**config.mk**
```make
export PLATFORM = sky130hd
export DESIGN_NAME = multi_port_register_file_flat
export DESIGN_NICKNAME = d
export VERILOG_FILES = /design/src/rtl/multi_port_register_file_if.sv /design/src/rtl/multi_port_register_file.sv /design/src/flat_wrapper.sv
export SDC_FILE = /design/constraint.sdc
export NUM_CORES = 2
export LEC_CHECK = 0
export CAP_MARGIN = 10
export CORE_MARGIN = 2
export CORE_UTILIZATION = 50
export CTS_CLUSTER_SIZE = 28
export DETAILED_ROUTE_END_ITERATION = 10
export PLACE_DENSITY = 0.67
export REMOVE_ABC_BUFFERS = 1
export SETUP_SLACK_MARGIN = 0.5
export SYNTH_ARGS = -nofsm -noshare
export SYNTH_HDL_FRONTEND = slang
export SYNTH_SLANG_ARGS = --single-unit
```
**constraint.sdc**
```tcl
create_clock -name clk -period 104 [get_ports clk]
set_input_delay 20.8 -clock clk [delete_from_list [all_inputs] [get_ports clk]]
set_output_delay 20.8 -clock clk [all_outputs]
set_load 0.01 [all_outputs]
```
**src/rtl/multi_port_register_file_if.sv**
```systemverilog
// Bus interface for multi_port_register_file: read/write/clear requests in,
// registered read data and status out.
interface multi_port_register_file_if #(
  parameter int REG_ADDRESS_SIZE = 5,
  parameter int MEM_WORD_SIZE    = 64
);
  logic [REG_ADDRESS_SIZE-1:0] selA;
  logic [REG_ADDRESS_SIZE-1:0] selB;
  logic                        readEn;
  logic [REG_ADDRESS_SIZE-1:0] selWrite;
  logic [MEM_WORD_SIZE-1:0]    writeIn;
  logic                        writeEn;
  logic                        clearStart;
  logic [MEM_WORD_SIZE-1:0]    outA;
  logic [MEM_WORD_SIZE-1:0]    outB;
  logic                        outValid;
  logic                        busy;

  modport master (
    output selA, selB, readEn, selWrite, writeIn, writeEn, clearStart,
    input  outA, outB, outValid, busy
  );

  modport slave (
    input  selA, selB, readEn, selWrite, writeIn, writeEn, clearStart,
    output outA, outB, outValid, busy
  );
endinterface

```
**src/rtl/multi_port_register_file.sv**
```systemverilog
// Register file with two registered read ports, one write port, write-to-read
// bypass, async active-high reset and a one-entry-per-cycle clear engine.
// Optional build macro REGFILE_ZERO_REG_EN: register 0 reads as zero, writes
// to it are discarded and reads of it are never bypassed.
//
// state | meaning
// IDLE  | normal read/write operation, clearStart accepted
// CLEAR | zeroing regs[clearPtr] each cycle; ports ignored, busy = 1
module multi_port_register_file #(
  parameter int REG_ADDRESS_SIZE = 5,
  parameter int NUM_REG          = 2**REG_ADDRESS_SIZE,
  parameter int MEM_WORD_SIZE    = 64
) (
  input logic                       clk,
  input logic                       reset,
  multi_port_register_file_if.slave bus
);

`ifdef REGFILE_ZERO_REG_EN
  localparam bit ZERO_REG = 1'b1;
`else
  localparam bit ZERO_REG = 1'b0;
`endif

  localparam logic [REG_ADDRESS_SIZE-1:0] LAST_PTR = REG_ADDRESS_SIZE'(NUM_REG - 1);

  typedef enum logic {IDLE, CLEAR} state_t;

  state_t                      state, stateNext;
  logic [REG_ADDRESS_SIZE-1:0] clearPtr, clearPtrNext;
  logic [MEM_WORD_SIZE-1:0]    regs [NUM_REG];
  logic                        doWrite, doRead;
  logic [MEM_WORD_SIZE-1:0]    readA, readB;
  logic [MEM_WORD_SIZE-1:0]    outARegs, outBRegs;
  logic                        outValidReg;

  // State and clear pointer register.
  always_ff @(posedge clk or posedge reset) begin
    if (reset) begin
      state    <= IDLE;
      clearPtr <= '0;
    end else begin
      state    <= stateNext;
      clearPtr <= clearPtrNext;
    end
  end

  // Next-state logic and port qualification; ports are only honoured in IDLE.
  always_comb begin
    stateNext    = state;
    clearPtrNext = clearPtr;
    doWrite      = 1'b0;
    doRead       = 1'b0;
    case (state)
      IDLE: begin
        doWrite = bus.writeEn && !(ZERO_REG && (bus.selWrite == '0));
        doRead  = bus.readEn;
        if (bus.clearStart) begin
          stateNext    = CLEAR;
          clearPtrNext = '0;
        end
      end
      CLEAR: begin
        clearPtrNext = clearPtr + 1'b1;
        if (clearPtr == LAST_PTR) begin
          stateNext    = IDLE;
          clearPtrNext = '0;
        end
      end
      default: begin
        stateNext    = IDLE;
        clearPtrNext = '0;
      end
    endcase
  end

  // Read muxes with same-cycle write bypass; a hardwired zero register wins.
  always_comb begin
    readA = regs[bus.selA];
    readB = regs[bus.selB];
    if (doWrite && (bus.selWrite == bus.selA)) readA = bus.writeIn;
    if (doWrite && (bus.selWrite == bus.selB)) readB = bus.writeIn;
    if (ZERO_REG && (bus.selA == '0)) readA = '0;
    if (ZERO_REG && (bus.selB == '0)) readB = '0;
  end

  // Storage array: the clear engine takes priority, otherwise the write port.
  always_ff @(posedge clk or posedge reset) begin
    if (reset) begin
      for (int i = 0; i < NUM_REG; i++) regs[i] <= '0;
    end else if (state == CLEAR) begin
      regs[clearPtr] <= '0;
    end else if (doWrite) begin
      regs[bus.selWrite] <= bus.writeIn;
    end
  end

  // Registered read outputs; data holds when no read is captured.
  always_ff @(posedge clk or posedge reset) begin
    if (reset) begin
      outARegs    <= '0;
      outBRegs    <= '0;
      outValidReg <= 1'b0;
    end else if (doRead) begin
      outARegs    <= readA;
      outBRegs    <= readB;
      outValidReg <= 1'b1;
    end else begin
      outValidReg <= 1'b0;
    end
  end

  assign bus.outA     = outARegs;
  assign bus.outB     = outBRegs;
  assign bus.outValid = outValidReg;
  assign bus.busy     = (state == CLEAR);

endmodule

```
**src/flat_wrapper.sv**
```systemverilog
// flat-port wrapper written by rule: the top's interface ports become plain ports
module multi_port_register_file_flat 
#(
  parameter int REG_ADDRESS_SIZE = 5,
  parameter int NUM_REG          = 2**REG_ADDRESS_SIZE,
  parameter int MEM_WORD_SIZE    = 64
)
  (clk, reset, bus_selA, bus_selB, bus_readEn, bus_selWrite, bus_writeIn, bus_writeEn, bus_clearStart, bus_outA, bus_outB, bus_outValid, bus_busy);
  multi_port_register_file_if #(.REG_ADDRESS_SIZE(REG_ADDRESS_SIZE), .MEM_WORD_SIZE(MEM_WORD_SIZE)) bus_i ();
  input logic clk;
  input logic reset;
  input wire logic [$bits(bus_i.selA)-1:0] bus_selA;
  input wire logic [$bits(bus_i.selB)-1:0] bus_selB;
  input wire logic [$bits(bus_i.readEn)-1:0] bus_readEn;
  input wire logic [$bits(bus_i.selWrite)-1:0] bus_selWrite;
  input wire logic [$bits(bus_i.writeIn)-1:0] bus_writeIn;
  input wire logic [$bits(bus_i.writeEn)-1:0] bus_writeEn;
  input wire logic [$bits(bus_i.clearStart)-1:0] bus_clearStart;
  output wire logic [$bits(bus_i.outA)-1:0] bus_outA;
  output wire logic [$bits(bus_i.outB)-1:0] bus_outB;
  output wire logic [$bits(bus_i.outValid)-1:0] bus_outValid;
  output wire logic [$bits(bus_i.busy)-1:0] bus_busy;
  assign bus_i.selA = bus_selA;
  assign bus_i.selB = bus_selB;
  assign bus_i.readEn = bus_readEn;
  assign bus_i.selWrite = bus_selWrite;
  assign bus_i.writeIn = bus_writeIn;
  assign bus_i.writeEn = bus_writeEn;
  assign bus_i.clearStart = bus_clearStart;
  assign bus_outA = bus_i.outA;
  assign bus_outB = bus_i.outB;
  assign bus_outValid = bus_i.outValid;
  assign bus_busy = bus_i.busy;
  multi_port_register_file #(.REG_ADDRESS_SIZE(REG_ADDRESS_SIZE), .NUM_REG(NUM_REG), .MEM_WORD_SIZE(MEM_WORD_SIZE)) u_core (.clk(clk), .reset(reset), .bus(bus_i));
endmodule
```
==> impl_metrics.csv <==
group,metric,value,unit
status,status,"completed",
timing,tns,0,ns
synthesis,ys_types,56,
pwr,powerDensity,21.2,nW/um^2
clock_network,cts_tree,"built",
detailed_routing,drc_errors,0,
critical_path,worstPathMaxFanout,170,
clock_network,clk_pin_slew,0.06,ns
grt,use_met2,56.3,%
detailed_routing,drtIter0Drc,16000,
cells_and_area,areaGrowthSynthToFinish,11.4,%
detailed_routing,drtPass1Iterations,9,
synthesis,ys.flop_type,"dfrtp_1",
synthesis,synth_edf_count,0,
placement,place_area,115000,um^2
critical_path,end_kind,"asynchronous set/reset pin",
grt,grt_pass1_vias,86000,
pwr,p_leak,53.9,nW
synthesis,yosys_warnings,0,
grt,grt_usage,41.4,%
timing,setup_viol,0,
timing,max_slew.worst_pin.slew,1.38,ns
floorplan,initial_core_util,50.2,%
floorplan,boundaryPins,214,
pwr,vdd_drop_max,0.0000156,V
cells_and_area,fillCellCount,17100,
synthesis,synth.yosys.seq_area_share,49.6,%
placement,pre_cts_ws,77.73,ns
critical_path,cp.required,104.91,ns
synthesis,netlist_instances,7693,
grt,antenna_found_initial,24,
cells_and_area,drive_gt1_share,26.4,%
detailed_routing,vias,87900,
timing,final.min_clock_period,25.28,ns
detailed_routing,ant_nets,0,
timing,setup_slack,78.72,ns
pwr,total_power,2.60,mW
synthesis,synth_area_per_cell,14.3,um^2
placement,dp_hpwl,240000,um
clock_network,htree_levels,4,
clock_network,cts_resized,0,
critical_path,critPathArrivalTime,26.20,ns
grt,global_route.usage.met1,53.4,%
timing,rsz0062_at_grt,"no",
detailed_routing,post_drt_via_cell_ratio,8.40,
floorplan,die_h,473,um
clock_network,clockBufferDepth,3,
timing,drv_slew,0,
detailed_routing,routed_wirelength,469000,um
critical_path,cp-startpoint,"reset",
detailed_routing,wl_per_cell,44.8,um
clock_network,cts.sinks,2183,
floorplan,dieArea,224000,um^2
worst_hold_path,hold_depth,2,
critical_path,reg2reg_depth,9,
clock_network,clk-insertion-delay-late,0.91,ns
clock_network,numCtsBuffers,226,
critical_path,start_kind,"input port",
timing,finalCritPeriodShare,24.3,%
timing,hold_viol,0,
placement,gp_congestion,0.895,
synthesis,synth-async-reset-ratio,100,%
cells_and_area,stdcell_area,123000,um^2
grt,grt_util_met3,19.6,%
placement,port_buffers,213,
critical_path,r2r-start,"u_core.bus.busy",
grt,grt_pass1_wl,659000,um
timing,skew,0.0469,ns
clock_network,post_cts_buffers,0,
floorplan,dieWidth,473,um
clock_network,cts_hold_buf,0,
timing,relSlewSlack,8.10,%
cells_and_area,final_common_cell,"dfrtp_1",
job,cap_violations,0,
floorplan,rows,172,
grt,grt_overflow_total,0,
cells_and_area,fin_nets,7455,
worst_hold_path,hp-class,"reg -> reg",
cells_and_area,final_cell_mix,"2183 x dfrtp_1, 2051 x a22o_1, 1027 x mux4_2",
worst_hold_path,hold_start,"u_core.bus.outB[35]",
floorplan,core_area,219000,um^2
synthesis,synth-seq-cells,2183,
timing,max_freq,39.6,MHz
critical_path,crit_type,"in -> async",
clock_network,cts_root_buf,"clkbuf_16",
synthesis,syn-cell-area,110000,um^2
grt,grt_max_degree,193,
grt,busiest_layer,"met2",
-- state kept, by name, indices dropped and copies added, names as in the netlist --
| register | count |
|---|---|
| u_core.bus.busy | 1 |
| u_core.bus.outA | 64 |
| u_core.bus.outB | 64 |
| u_core.clearPtr | 5 |
| u_core.regs | 2048 |
| u_core.bus.outValid | 1 |
-- worst max-delay path, cell delays in order --
cell,delay [ns]
clkdlybuf4s50_1,0.49
inv_8,0.66
buf_12,0.55
buf_12,0.54
buf_12,0.68
buf_4,0.83
buf_4,0.82
-- layout make-up --
| cell class | count | area (um^2) | area share [%] |
|---|---|---|---|
| repair buffers | 513 | 4860 | 3.96 |
| flip-flops and latches | 2183 | 54600 | 44.5 |
| multi-input cells | 4429 | 51700 | 42.1 |
| diodes | 29 | 72.6 | 0.0591 |
| inverters | 13 | 66.3 | 0.0540 |
| well taps | 2871 | 3590 | 2.93 |
| clock inverters | 90 | 1180 | 0.959 |
| clock buffers | 331 | 6650 | 5.42 |
-- layer usage --
layer,up-vias,share of wire (%)
li1,30700,-
met2,9329,41
met5,-,0.095
met1,45600,34
met4,22,7.4
met3,2202,17
-- cell usage after synthesis (14+ instances only) --
master | count | area (um^2)
a22o_1 | 2051 | 18000
and2_1 | 34 | 213
o31ai_1 | 14 | 105
dfrtp_1 | 2183 | 54600
buf_2 | 161 | 806
nor3_1 | 55 | 275
mux2i_1 | 149 | 1490
a21oi_1 | 67 | 335
clkbuf_1 | 671 | 2520
nand2_1 | 114 | 428
buf_1 | 163 | 612
a22oi_1 | 133 | 998
o221ai_1 | 26 | 228
mux2_2 | 176 | 1980
a221o_1 | 56 | 561
mux4_2 | 1027 | 23100
o21ai_0 | 48 | 240
buf_6 | 26 | 293
nor2_1 | 107 | 402
a211oi_1 | 32 | 240
buf_4 | 46 | 345
nor2b_1 | 26 | 163
o22ai_1 | 157 | 982
-- worst paths after layout --
kind | slack (ns) | to
setup / recovery | 78.72 | u_core.regs[1065]
hold / removal | 0.49 | u_core.bus.outB[35]
setup reg to reg | 99.32 | u_core.regs[1102]
hold reg to reg | 0.49 | u_core.bus.outB[35]
max in group clk | 79.63 | u_core.regs[1102]
min in group asynchronous | 20.50 | u_core.bus.outA[25]
-- per-stage QoR --
stage	instances	utilization [%]	hold WS, ns
6_report	10500	56.0	0.489
5_1_grt	10400	55.9	0.508
4_1_cts	10400	55.8	0.495
3_5_place_dp	9999	52.2	0.481
3_3_place_gp	9998	52.2	0.476
2_1_floorplan	6625	-	0.475
-- cell families after synthesis --
| family | after synthesis | synth area share (%) |
|---|---|---|
| xor gates and xnor gates | 12 | 0.0954 |
| buffers and inverters | 1081 | 4.21 |
| AOI/OAI and AO/OA | 2660 | 20.2 |
| DFF | 2183 | 49.6 |
| and+or+nand+nor | 400 | 1.71 |
| muxes | 1352 | 24.1 |
| adders and majority gates | 5 | 0.0568 |
-- report_power, final --
part / internal (mW) / total, mW / switching [mW]
sequential: 0.993 / 1.13 / 0.133
combinational: 0.286 / 0.608 / 0.322
clock: 0.495 / 0.866 / 0.371
total: 1.77 / 2.60 / 0.826
No activity file was read; power rests on OpenSTA's default activity.
